===== config.mk =====
export PLATFORM = sky130hd
export DESIGN_NAME = fifo_push_arbiter_flat
export DESIGN_NICKNAME = d
export VERILOG_FILES = /design/src/rtl/fifo_push_arbiter_pkg.sv /design/src/rtl/fifo_push_arbiter_if.sv /design/src/rtl/fifo_push_arbiter_rr_pick.sv /design/src/rtl/fifo_push_arbiter.sv /design/src/flat_wrapper.sv
export SDC_FILE = /design/constraint.sdc
export NUM_CORES = 1
export LEC_CHECK = 0
export BUFFER_PORTS_ARGS = -buffer_cell sky130_fd_sc_hd__buf_4
export CORE_MARGIN = 5
export CORE_UTILIZATION = 45
export CTS_CLUSTER_SIZE = 20
export DETAILED_ROUTE_END_ITERATION = 12
export PLACE_DENSITY = 0.88
export SETUP_SLACK_MARGIN = 0.1
export SLEW_MARGIN = 20
export SYNTH_ARGS = -nofsm -noshare
export SYNTH_HDL_FRONTEND = slang
export SYNTH_SLANG_ARGS = --single-unit

===== constraint.sdc =====
create_clock -name clk_main_a0 -period 2.7 [get_ports clk_main_a0]
set_input_delay 0.135 -clock clk_main_a0 [delete_from_list [all_inputs] [get_ports clk_main_a0]]
set_output_delay 0.135 -clock clk_main_a0 [all_outputs]
set_load 0.01 [all_outputs]

===== src/rtl/fifo_push_arbiter_pkg.sv =====
// fifo_arb_pkg: shared state type, grant-counter width and saturating increment for the FIFO push arbiter
package fifo_arb_pkg;
  localparam int CNT_W = 16;
  localparam logic [CNT_W-1:0] CNT_MAX = 16'hFFFF;
  typedef enum logic {ARB_IDLE, ARB_GRANT} arb_state_t;
  function automatic logic [CNT_W-1:0] sat_inc(input logic [CNT_W-1:0] v);
    return (v == CNT_MAX) ? v : v + 1'b1;
  endfunction
endpackage


===== src/rtl/fifo_push_arbiter_if.sv =====
// fifo_push_arbiter_if: requester beats, FIFO push port, grant status and grant counters
//   slave  (arbiter): takes arb_enable, req_valid/data/last, fifo_full, cnt_clr;
//                     drives req_ready, fifo_wr_en/data, grant_active, grant_id, grant_cnt
//   master (environment): the mirror image
interface fifo_push_arbiter_if import fifo_arb_pkg::*; #(
  parameter int NUM_REQ = 2,
  parameter int DATA_W  = 32
) ();
  localparam int IDW = $clog2(NUM_REQ);
  logic                     arb_enable;
  logic [NUM_REQ-1:0]       req_valid;
  logic [NUM_REQ*DATA_W-1:0] req_data;
  logic [NUM_REQ-1:0]       req_last;
  logic [NUM_REQ-1:0]       req_ready;
  logic                     fifo_full;
  logic                     fifo_wr_en;
  logic [DATA_W-1:0]        fifo_wr_data;
  logic                     grant_active;
  logic [IDW-1:0]           grant_id;
  logic                     cnt_clr;
  logic [NUM_REQ*CNT_W-1:0] grant_cnt;
  modport slave (
    input  arb_enable, req_valid, req_data, req_last, fifo_full, cnt_clr,
    output req_ready, fifo_wr_en, fifo_wr_data, grant_active, grant_id, grant_cnt
  );
  modport master (
    output arb_enable, req_valid, req_data, req_last, fifo_full, cnt_clr,
    input  req_ready, fifo_wr_en, fifo_wr_data, grant_active, grant_id, grant_cnt
  );
endinterface


===== src/rtl/fifo_push_arbiter_rr_pick.sv =====
// rr_pick: rotating priority encoder, first set req_i bit scanning upward from last_i+1 with wrap
//   req_i  : request vector      last_i : previous winner
//   any_o  : some request set    idx_o  : winning index (0 when none)
module rr_pick #(
  parameter int NUM_REQ = 2,
  localparam int IDW = $clog2(NUM_REQ)
) (
  input  logic [NUM_REQ-1:0] req_i,
  input  logic [IDW-1:0]     last_i,
  output logic               any_o,
  output logic [IDW-1:0]     idx_o
);
  assign any_o = |req_i;
  // Scan farthest offset first so the nearest requester after last_i overwrites it.
  always_comb begin
    idx_o = '0;
    for (int k = NUM_REQ; k >= 1; k--)
      if (req_i[IDW'((int'(last_i) + k) % NUM_REQ)]) idx_o = IDW'((int'(last_i) + k) % NUM_REQ);
  end
endmodule


===== src/rtl/fifo_push_arbiter.sv =====
// fifo_push_arbiter: packet-atomic round-robin sharing of one FIFO push port among NUM_REQ requesters
//   clk_main_a0 : clock
//   rst_main_n  : asynchronous active-low reset
//   bus         : fifo_push_arbiter_if slave (requesters, FIFO push, grant status, grant counters)
module fifo_push_arbiter import fifo_arb_pkg::*; #(
  parameter int NUM_REQ   = 2,
  parameter int DATA_W    = 32,
  parameter int MAX_BURST = 4,
  parameter int IDLE_TO   = 8
) (
  input logic                clk_main_a0,
  input logic                rst_main_n,
  fifo_push_arbiter_if.slave bus
);
  localparam int IDW = $clog2(NUM_REQ);
  localparam int BW  = $clog2(MAX_BURST + 1);
  localparam int TW  = $clog2(IDLE_TO + 1);
  arb_state_t                    state_q, state_d;
  logic [IDW-1:0]                gnt_q, gnt_d, last_q, last_d, pick_idx;
  logic [BW-1:0]                 beat_q, beat_d;
  logic [TW-1:0]                 idle_q, idle_d;
  logic [NUM_REQ-1:0][CNT_W-1:0] cnt_q, cnt_d;
  logic pick_any, granted, g_valid, idle_rel, ready_g, beat, rel, start;
  rr_pick #(.NUM_REQ(NUM_REQ)) u_pick (
    .req_i  (bus.req_valid),
    .last_i (last_q),
    .any_o  (pick_any),
    .idx_o  (pick_idx)
  );
  always_comb begin
    granted  = state_q == ARB_GRANT;
    g_valid  = bus.req_valid[gnt_q];
    // Timeout release carries no beat, so ready is pulled low on that cycle.
    idle_rel = granted && !g_valid && idle_q == TW'(IDLE_TO - 1);
    ready_g  = granted && !bus.fifo_full && !idle_rel;
    beat     = ready_g && g_valid;
    rel      = (beat && (bus.req_last[gnt_q] || beat_q == BW'(MAX_BURST - 1))) || idle_rel;
    // Only IDLE can start a grant, which enforces the dead cycle between grants.
    start    = !granted && bus.arb_enable && pick_any;
    state_d  = start ? ARB_GRANT : rel ? ARB_IDLE : state_q;
    gnt_d    = start ? pick_idx : gnt_q;
    last_d   = rel ? gnt_q : last_q;
    beat_d   = !granted ? '0 : beat ? beat_q + 1'b1 : beat_q;
    // A full-stall with valid high is not idle time.
    idle_d   = (!granted || g_valid) ? '0 : idle_q + 1'b1;
    bus.fifo_wr_data = '0;
    cnt_d = cnt_q;
    for (int i = 0; i < NUM_REQ; i++) begin
      if (gnt_q == IDW'(i)) bus.fifo_wr_data = bus.req_data[i*DATA_W +: DATA_W];
      cnt_d[i] = bus.cnt_clr ? '0 : (start && pick_idx == IDW'(i)) ? sat_inc(cnt_q[i]) : cnt_q[i];
    end
  end
  assign bus.req_ready    = ready_g ? (NUM_REQ'(1) << gnt_q) : '0;
  assign bus.fifo_wr_en   = beat;
  assign bus.grant_active = granted;
  assign bus.grant_id     = gnt_q;
  assign bus.grant_cnt    = cnt_q;
  always_ff @(posedge clk_main_a0 or negedge rst_main_n) begin
    if (!rst_main_n) begin
      state_q <= ARB_IDLE;
      gnt_q   <= '0;
      last_q  <= IDW'(NUM_REQ - 1);
      beat_q  <= '0;
      idle_q  <= '0;
      cnt_q   <= '0;
    end else begin
      state_q <= state_d;
      gnt_q   <= gnt_d;
      last_q  <= last_d;
      beat_q  <= beat_d;
      idle_q  <= idle_d;
      cnt_q   <= cnt_d;
    end
  end
endmodule


===== src/flat_wrapper.sv =====
// flat-port wrapper written by rule: the top's interface ports become plain ports
module fifo_push_arbiter_flat import fifo_arb_pkg::*;
#(
  parameter int NUM_REQ   = 2,
  parameter int DATA_W    = 32,
  parameter int MAX_BURST = 4,
  parameter int IDLE_TO   = 8
)
  (clk_main_a0, rst_main_n, bus_arb_enable, bus_req_valid, bus_req_data, bus_req_last, bus_fifo_full, bus_cnt_clr, bus_req_ready, bus_fifo_wr_en, bus_fifo_wr_data, bus_grant_active, bus_grant_id, bus_grant_cnt);
  fifo_push_arbiter_if #(.NUM_REQ(NUM_REQ), .DATA_W(DATA_W)) bus_i ();
  input logic clk_main_a0;
  input logic rst_main_n;
  input wire logic [$bits(bus_i.arb_enable)-1:0] bus_arb_enable;
  input wire logic [$bits(bus_i.req_valid)-1:0] bus_req_valid;
  input wire logic [$bits(bus_i.req_data)-1:0] bus_req_data;
  input wire logic [$bits(bus_i.req_last)-1:0] bus_req_last;
  input wire logic [$bits(bus_i.fifo_full)-1:0] bus_fifo_full;
  input wire logic [$bits(bus_i.cnt_clr)-1:0] bus_cnt_clr;
  output wire logic [$bits(bus_i.req_ready)-1:0] bus_req_ready;
  output wire logic [$bits(bus_i.fifo_wr_en)-1:0] bus_fifo_wr_en;
  output wire logic [$bits(bus_i.fifo_wr_data)-1:0] bus_fifo_wr_data;
  output wire logic [$bits(bus_i.grant_active)-1:0] bus_grant_active;
  output wire logic [$bits(bus_i.grant_id)-1:0] bus_grant_id;
  output wire logic [$bits(bus_i.grant_cnt)-1:0] bus_grant_cnt;
  assign bus_i.arb_enable = bus_arb_enable;
  assign bus_i.req_valid = bus_req_valid;
  assign bus_i.req_data = bus_req_data;
  assign bus_i.req_last = bus_req_last;
  assign bus_i.fifo_full = bus_fifo_full;
  assign bus_i.cnt_clr = bus_cnt_clr;
  assign bus_req_ready = bus_i.req_ready;
  assign bus_fifo_wr_en = bus_i.fifo_wr_en;
  assign bus_fifo_wr_data = bus_i.fifo_wr_data;
  assign bus_grant_active = bus_i.grant_active;
  assign bus_grant_id = bus_i.grant_id;
  assign bus_grant_cnt = bus_i.grant_cnt;
  fifo_push_arbiter #(.NUM_REQ(NUM_REQ), .DATA_W(DATA_W), .MAX_BURST(MAX_BURST), .IDLE_TO(IDLE_TO)) u_core (.clk_main_a0(clk_main_a0), .rst_main_n(rst_main_n), .bus(bus_i));
endmodule

==> results of run 1 <==
per-layer routing:
metal | vias to the layer above | track usage (%)
met5 | - | 0
li1 | 1340 | -
met1 | 1340 | 24.0
met4 | 0 | 4.39
met3 | 7 | 6.05
met2 | 118 | 42.9
final timing paths:
path / endpoint
setup reg to reg: u_core.bus.grant_cnt[31]$_DFFE_PN0P_
hold reg to reg: u_core.idle_q[0]$_DFF_PN0_
max in group asynchronous: u_core.last_q$_DFFE_PN1P_
min in group asynchronous: u_core.bus.grant_cnt[23]$_DFFE_PN0P_
setup / recovery: u_core.bus.grant_cnt[31]$_DFFE_PN0P_
hold / removal: u_core.beat_q[0]$_DFFE_PN0P_
cells in the mapped netlist, types with 3 or more instances:
library cell and number:
nand4_1 11, nor2_1 11, or4_1 17, dfrtp_1 41
nor2b_1 8, a211oi_1 4, nor3_1 7, ha_1 5
nand2_1 13, inv_1 5, nand2b_1 3, nor4_1 4
buf_1 4, clkbuf_1 8, o21ai_0 11, mux2_2 38
or3_1 9, buf_2 3, o31ai_1 16, and3_1 3
mux2i_1 3, nand3_1 11, a21oi_1 25
layout make-up:
| class | count | share of cell area, % |
|---|---|---|
| Multi-Input combinational cell | 216 | 39.1 |
| Timing Repair Buffer | 148 | 28.4 |
| Sequential cell | 42 | 26.8 |
| Tap cell | 75 | 2.39 |
| Clock buffer | 6 | 2.10 |
| Clock inverter | 1 | 0.765 |
| Inverter | 5 | 0.478 |
layout by cell type (no fill, tap or decap), types with 2 or more instances in the layout:
cell type	instances
buf_4	147
dfrtp_1	41
mux2_2	38
a21oi_1	25
or4_1	17
o31ai_1	16
nand2_1	13
nor2_1	11
nand4_1	11
nand3_1	11
o21ai_0	11
or3_1	9
nor2b_1	8
nor3_1	7
clkbuf_8	6
inv_1	5
ha_1	5
a211oi_1	4
nor4_1	4
mux2i_1	3
and3_1	3
nand2b_1	3
nor4b_1	2
and4_1	2
logic make-up after synthesis:
group | count (synthesis)
flip-flops | 42
multiplexers | 41
XOR/XNOR | 2
buffers and inverters | 20
adder cells (fa/ha/maj) | 5
AND/OR/NAND/NOR | 108
AO/OA/AOI/OAI | 60
what timing repair did:
action	in CTS	in global routing
gates resized for setup	0	0
hold endpoints to repair	41	0
setup endpoints to repair	0	0
hold buffers	1	0
flip-flops by register name, summed over array words and instances, names as in the netlist:
name	cells
u_core.bus.grant_cnt	32
u_core.last_q	1
u_core.idle_q	4
u_core.beat_q	3
u_core.bus.grant_id	1
u_core.bus.grant_active	1
worst max-delay path, cell delays in order (launching register included):
cell	delay (ps)
dfrtp_1	490
nor4bb_1	590
nand4_1	380
nor4b_1	360
mux2_2	370
power breakdown:
part	internal [W]	leakage, nW	switching, W	total, W
logic	0.000528	1.14	0.000401	0.000929
registers	0.000692	0.575	0.0000912	0.000784
clock network	0.000296	0.0573	0.000210	0.000506
total	0.00152	1.77	0.000702	0.00222
per-stage QoR:
stage	util, %	worst slack [ps]	area [um^2]	hold slack (ps)	power (W)
after floorplan	-	565	2670	-161	0.00128
after global placement	65.0	559	3800	151	0.00169
after detailed placement	65.0	486	3800	155	0.00172
after CTS	67.1	448	3930	157	0.00224
after global routing	67.1	274	3930	166	0.00233
final	67.1	409	3930	169	0.00222
==> flow_summary_export.csv, run 1 <==
group,metric,value,unit
timing,maxSlewViolCount,0,
route,viasPerCell,5.69,
layout,fin_nets,496,
clock_network,cts_setup_buffers,0,
layout,num_antenna_cells,0,
critical_path,r2r_cells,4,
layout,final_cell_count_no_fill,493,
timing,period_share,84.9,%
timing,setup_tns,0,ps
global_routing,grt_first_pass_wirelength,13300,um
die,start_util,45.6,%
critical_path,crit_start,"u_core.bus.grant_active$_DFFE_PN0P_",
die,num_rows,28,
synth,synth_area_leaders,"dfrtp_1, mux2_2, or4_1",
critical_path,r2r_slack,410,ps
synth,yosys.area.top_type,"dfrtp_1",
route,drt-wirelength-per-cell,17.4,um
timing,relSlewSlack,59.0,%
layout,multi_input_area,1540,um^2
flow_run,drv_cap,0,
clock_network,clock_path_buffers,2,
layout,seq_area,1050,um^2
die,fp.dieW,87.0,um
layout,final.fill_count,482,
timing,fin_worst_skew,7.63,ps
die,io_pins,142,
synth,synth_mux_area_share,17.2,%
synth,synth_top_area_share,38.5,%
clock_network,cts_tree,"done",
critical_path,cp_data_required_time,2880,ps
critical_path,cp.arrival,2470,ps
pwr,ir_drop,374,uV
worst_hold_path,hold_path_depth,3,
route,met2_length,4560,um
synth,synth_seq_area_share,39.5,%
pwr,p_per_area,565,nW/um^2
run_status,status,"complete, no violations",
route,drc,0,
pwr,power.leakage,1.77,nW
worst_hold_path,hp-start,"bus_fifo_full",
timing,setup_viol,0,
worst_hold_path,hp-class,"input port to register",
critical_path,path_max_fanout,10,
synth,synth-adder-area-share,2.35,%
route,first_iter_violations,187,
timing,fmax,0.436,GHz
critical_path,cp-start-kind,"register",
global_routing,first_global_vias,2730,
route,wl_met1,3140,um
layout,area_growth,47.3,%
clock_network,clock_latency,300,ps
clock_network,cts-root-buf,"clkbuf_8",
route,first_pass_iters,4,
synth,syn_inst,278,
layout,layout-drive-gt1-share,46.7,%
synth,synth_compound_area_share,13.6,%
global_routing,antenna_found_initial,0,
synth,synth.yosys.warnings,0,
synth,ys.flop_type,"dfrtp_1",
route,vias,2805,
die,fp.dieH,87.0,um
global_routing,grt_overflow,0,
die,core-area,5850,um^2
timing,tightestPinTransition,611,ps
synth,ys_ff_latch,42,
clock_network,numCtsBuffers,5,
critical_path,end_kind,"register",
placed_design,numPortBuffers,141,
critical_path,rr_startpoint,"u_core.bus.grant_active$_DFFE_PN0P_",
route,top_layer,"met4",
route,ant_nets,0,
synth,synth-simple-area-share,23.8,%
global_routing,grtUsageTotal,22.2,%
critical_path,path_class,"register to register",
route,wl_met3,833,um
placed_design,routabilityCongestion,0.823,
synth,synth_top_family_by_area,"simple AND/OR/NAND/NOR gates",
synth,syn-num-nets,356,
clock_network,htree_levels,2,
clock_network,cts.sinks,42,
synth,synth_edf_count,0,
timing,finalHoldViolCount,0,
placed_design,place_inst,485,
route,totalWireLength,8600,um
timing,period_needed,2290,ps
synth,synth_xor_area_share,0.657,%
timing,rsz0062_at_grt,"no",
synth,synth_cell_types,39,
global_routing,grt_max_degree,43,
placed_design,dp_hpwl,6620,um
synth,synthArstFlopShare,100,%
synth,syn_area,2670,um^2
die,dieArea,7560,um^2
clock_network,path_clk_slew,70,ps
synth,synth_area_per_cell,9.59,um^2
(Power assumes the default switching activity.)
==> inputs of run 2 (changes only) <==
Clock period 2.7 ns to 2.3 ns, I/O delays scaled along.
==> flow_summary_export.csv, run 2 (same netlist as run 1, synthesis figures left out) <==
group,metric,value,unit
clock_network,cts_setup_buffers,0,
placed_design,routabilityCongestion,0.859,
clock_network,path_clk_slew,90,ps
flow_run,drv_cap,0,
clock_network,clock_path_buffers,2,
critical_path,path_max_fanout,7,
global_routing,grtUsageTotal,22.4,%
timing,finalHoldViolCount,0,
global_routing,use_met1,25.8,%
timing,maxSlewViolCount,0,
pwr,power.leakage,1.77,nW
die,start_util,45.6,%
timing,setup_tns,0,ps
route,ant_nets,0,
critical_path,cp.arrival,2310,ps
die,fp.dieH,87.0,um
timing,period_share,90.7,%
timing,relSlewSlack,62.9,%
global_routing,first_global_vias,2770,
layout,post-route-util,67.5,%
global_routing,grtUsageMet3,4.54,%
die,core-area,5850,um^2
clock_network,htree_levels,2,
timing,setup_viol,0,
layout,fin_nets,500,
global_routing,busiest_layer,"met2",
route,totalWireLength,8760,um
timing,fin_worst_skew,10.7,ps
worst_hold_path,hp-class,"input port to register",
layout,final_common_cell,"buf_4",
critical_path,path_class,"register to register",
timing,tightestPinTransition,550,ps
placed_design,dp_hpwl,6810,um
die,io_pins,142,
layout,layout_common_cells,"buf_4, dfrtp_1, mux2_2",
route,drt-wirelength-per-cell,17.6,um
route,viasPerCell,5.69,
die,dieArea,7560,um^2
critical_path,end_kind,"register",
clock_network,cts.sinks,42,
critical_path,cp-start-kind,"register",
die,num_rows,28,
timing,period_needed,2090,ps
global_routing,antenna_found_initial,1,
global_routing,grt_max_degree,43,
route,first_pass_iters,4,
route,first_iter_violations,188,
layout,layout-drive-gt1-share,48.0,%
clock_network,cts-root-buf,"clkbuf_8",
clock_network,numCtsBuffers,5,
clock_network,clock_latency,300,ps
clock_network,cts_tree,"done",
route,drc,0,
route,vias,2839,
timing,fmax,0.479,GHz
pwr,ir_drop,369,uV
critical_path,cp_data_required_time,2520,ps
die,fp.dieW,87.0,um
layout,largest_reg_flops,32,
global_routing,use_met2,41.4,%
global_routing,grt_overflow,0,
pwr,p_per_area,646,nW/um^2
layout,area_growth,48.0,%
global_routing,grt_first_pass_wirelength,13500,um
timing,rsz0062_at_grt,"no",
placed_design,numPortBuffers,141,
run_status,status,"complete, no violations",
-- run 2: repair_timing --
action | CTS | global route
hold endpoints to repair | 41 | 0
resized for setup | 0 | 4
hold buffers | 1 | 0
setup endpoints to repair | 0 | 5
-- run 2: worst paths after layout --
path	startpoint	end	slack [ps]	cells after the start
min in group asynchronous	rst_main_n	u_core.bus.grant_cnt[31]$_DFFE_PN0P_	320	2
max reg2reg	u_core.bus.grant_cnt[0]$_DFFE_PN0P_	u_core.bus.grant_cnt[12]$_DFFE_PN0P_	210	6
max in group asynchronous	rst_main_n	u_core.bus.grant_cnt[0]$_DFFE_PN0P_	1560	2
min reg2reg	u_core.idle_q[0]$_DFF_PN0_	u_core.idle_q[0]$_DFF_PN0_	480	1
min	bus_req_valid[1]	u_core.bus.grant_active$_DFFE_PN0P_	100	3
max	u_core.bus.grant_cnt[0]$_DFFE_PN0P_	u_core.bus.grant_cnt[12]$_DFFE_PN0P_	210	6
-- run 2: final cells by class --
class,count,area (um^2)
well taps,75,93.8
repair buffers,152,1140
multi-input cells,216,1540
fillers,471,1900
inverters,5,18.8
diodes,1,2.50
flip-flops and latches,42,1050
clock inverters,1,5.00
clock buffers,7,86.3
-- run 2: metal layers --
metal	routed length (um)	up-vias
met5	0	-
met4	177	0
met3	769	13
met2	4570	121
met1	3240	1353
li1	-	1352
-- run 2: worst max-delay path: stages (launching register included) --
cell,delay (ps)
dfrtp_2,420
ha_2,220
nand4_1,150
or4_1,570
buf_4,180
or3_1,310
a21oi_1,150
-- run 2: where the power goes --
group | switching, W | total [W] | leakage [nW] | internal [W]
Sequential | 0.0000765 | 0.000891 | 0.571 | 0.000814
Combinational | 0.000512 | 0.00116 | 1.15 | 0.000643
Clock | 0.000260 | 0.000502 | 0.0482 | 0.000243
-- run 2: per-stage QoR --
| step | total power [W] | instance area, um^2 | hold slack (ps) | worst slack [ps] | cells |
|---|---|---|---|---|---|
| global route | 0.00267 | 3950 | 126 | 112 | 499 |
| CTS | 0.00255 | 3940 | 88.1 | 157 | 498 |
| detailed placement | 0.00205 | 3830 | 137 | 163 | 489 |
| finish | 0.00255 | 3950 | 98.8 | 213 | 499 |
| floorplan | 0.00151 | 2670 | -181 | 165 | 278 |
| global placement | 0.00201 | 3830 | 129 | 277 | 489 |
==> inputs of run 3 (changes only) <==
Settings changed: BUFFER_PORTS_ARGS -buffer_cell sky130_fd_sc_hd__buf_4 to not set, CORE_UTILIZATION 45 to 50, DONT_BUFFER_PORTS set to 1, GPL_TIMING_DRIVEN set to 0, PLACE_DENSITY 0.88 to 0.73.
==> flow_summary_export.csv, run 3 (same netlist as run 1, synthesis figures left out) <==
group,metric,value,unit
critical_path,crit_top_cell,"or4_1",
placed_design,numPortBuffers,0,
critical_path,end_kind,"register",
timing,hold_ws,-5.47,ps
pwr,p_per_area,764,nW/um^2
global_routing,antenna_found_initial,0,
critical_path,crit_buf_inv,1,
layout,seq_area,1060,um^2
run_status,status,"finished, violations left",
layout,layout-drive-gt1-share,23.1,%
critical_path,cp_data_required_time,2530,ps
timing,fmax,0.463,GHz
die,core-area,5140,um^2
worst_hold_path,hp-start,"bus_req_valid[0]",
route,drc,0,
route,first_pass_iters,4,
layout,post-route-util,57.4,%
route,drt-wirelength-per-cell,21.2,um
die,num_rows,26,
layout,largest_reg_flops,32,
critical_path,path_max_fanout,8,
layout,final_common_cell,"mux2_2",
global_routing,grt_max_degree,43,
route,totalWireLength,7640,um
timing,relSlewSlack,29.8,%
global_routing,grt_first_pass_wirelength,12000,um
die,dieArea,6890,um^2
critical_path,crit_family,"simple AND/OR/NAND/NOR gates",
timing,tightestPinTransition,1040,ps
pwr,ir_drop,399,uV
clock_network,path_clk_slew,80,ps
critical_path,slowest_stage,"or4_1",
flow_run,drv_cap,0,
clock_network,cts.sinks,42,
layout,num_antenna_cells,0,
layout,multi_input_area,1560,um^2
pwr,power.leakage,1.09,nW
critical_path,cpPeakStageDelay,500,ps
critical_path,crit_start,"u_core.bus.grant_cnt[0]$_DFFE_PN0P_",
placed_design,dp_hpwl,5860,um
critical_path,rr_startpoint,"u_core.bus.grant_cnt[0]$_DFFE_PN0P_",
clock_network,htree_levels,2,
global_routing,grt_overflow,0,
route,ant_nets,0,
route,viasPerCell,6.37,
placed_design,routabilityCongestion,0.828,
route,vias,2293,
die,fp.dieH,83.0,um
placed_design,pre_cts_slack,-48.7,ps
critical_path,cp-start-kind,"register",
timing,period_needed,2160,ps
run_status,failed_checks,"hold timing",
worst_hold_path,hp-class,"input port to register",
global_routing,first_global_vias,2206,
route,first_iter_violations,148,
layout,final.fill_count,476,
timing,rsz0062_at_grt,"yes",
timing,maxSlewViolCount,0,
timing,fin_ws,141,ps
clock_network,numCtsBuffers,5,
die,start_util,51.9,%
timing,setup_viol,0,
layout,layout_common_cells,"mux2_2, dfrtp_1, a21oi_1",
timing,period_share,93.9,%
critical_path,path_cells,"ha_4 > nand4_1 > or4_1 > clkbuf_4 > or4_1 > a21oi_1",
layout,area_growth,10.6,%
die,io_pins,142,
clock_network,clock_latency,300,ps
timing,fin_worst_skew,8.53,ps
critical_path,path_class,"register to register",
global_routing,grtUsageTotal,21.4,%
clock_network,cts_tree,"done",
layout,fin_nets,367,
timing,finalHoldViolCount,1,
clock_network,clock_path_buffers,2,
die,fp.dieW,83.0,um
clock_network,cts-root-buf,"clkbuf_8",
critical_path,cp.arrival,2380,ps
-- run 3: layer usage --
metal	vias up	GRT usage, %	part of all wire, %	wire length (um)
li1	1084	-	-	-
met1	1109	24.8	39	2950
met2	91	37.9	53	4050
met3	9	6.34	7.2	551
met4	0	6.09	1.1	87
met5	-	0	0	0
-- run 3: layout make-up --
class                   instances  share of cell area [%]
multi-input cells             216                    52.9
flip-flops and latches         42                    35.9
well taps                      70                    2.97
clock buffers                   5                    2.33
plain buffers                  15                    2.33
repair buffers                  4                    1.61
clock inverters                 3                    1.36
inverters                       5                   0.636
-- run 3: through the flow --
stage / instance area [um^2] / hold WS (ps) / total power (W) / setup TNS, ps / std cells
after CTS: 2910 / 0.108 / 0.00227 / 0 / 359
after floorplan: 2670 / -181 / 0.00151 / 0 / 278
after detailed placement: 2750 / -180 / 0.00166 / -48.7 / 348
after global routing: 2950 / 20.6 / 0.00238 / -42.8 / 360
after global placement: 2750 / -180 / 0.00164 / -39.2 / 348
final: 2950 / -5.47 / 0.00225 / 0 / 360
-- run 3: worst paths after layout --
path	to	slack, ps	cells after the start
max	u_core.bus.grant_cnt[14]$_DFFE_PN0P_	140	6
min in group asynchronous	u_core.bus.grant_cnt[8]$_DFFE_PN0P_	270	2
max reg2reg	u_core.bus.grant_cnt[14]$_DFFE_PN0P_	140	6
min reg2reg	u_core.idle_q[0]$_DFF_PN0_	470	1
min	u_core.bus.grant_active$_DFFE_PN0P_	-5	2
max in group asynchronous	u_core.last_q$_DFFE_PN1P_	1760	2
-- run 3: power by group --
| group | switching (W) | internal [W] | leakage (nW) |
|---|---|---|---|
| Clock | 0.000266 | 0.000320 | 0.0579 |
| Sequential | 0.0000953 | 0.000815 | 0.567 |
| Combinational | 0.000425 | 0.000331 | 0.465 |
-- run 3: timing repair --
item,4_1_cts,5_1_grt
setup buffers,0,1
hold endpoints to repair,43,0
cloned,0,0
endpoints found under the setup margin,26,33
pin swaps,0,2
hold buffers,3,0
resized for setup,5,12
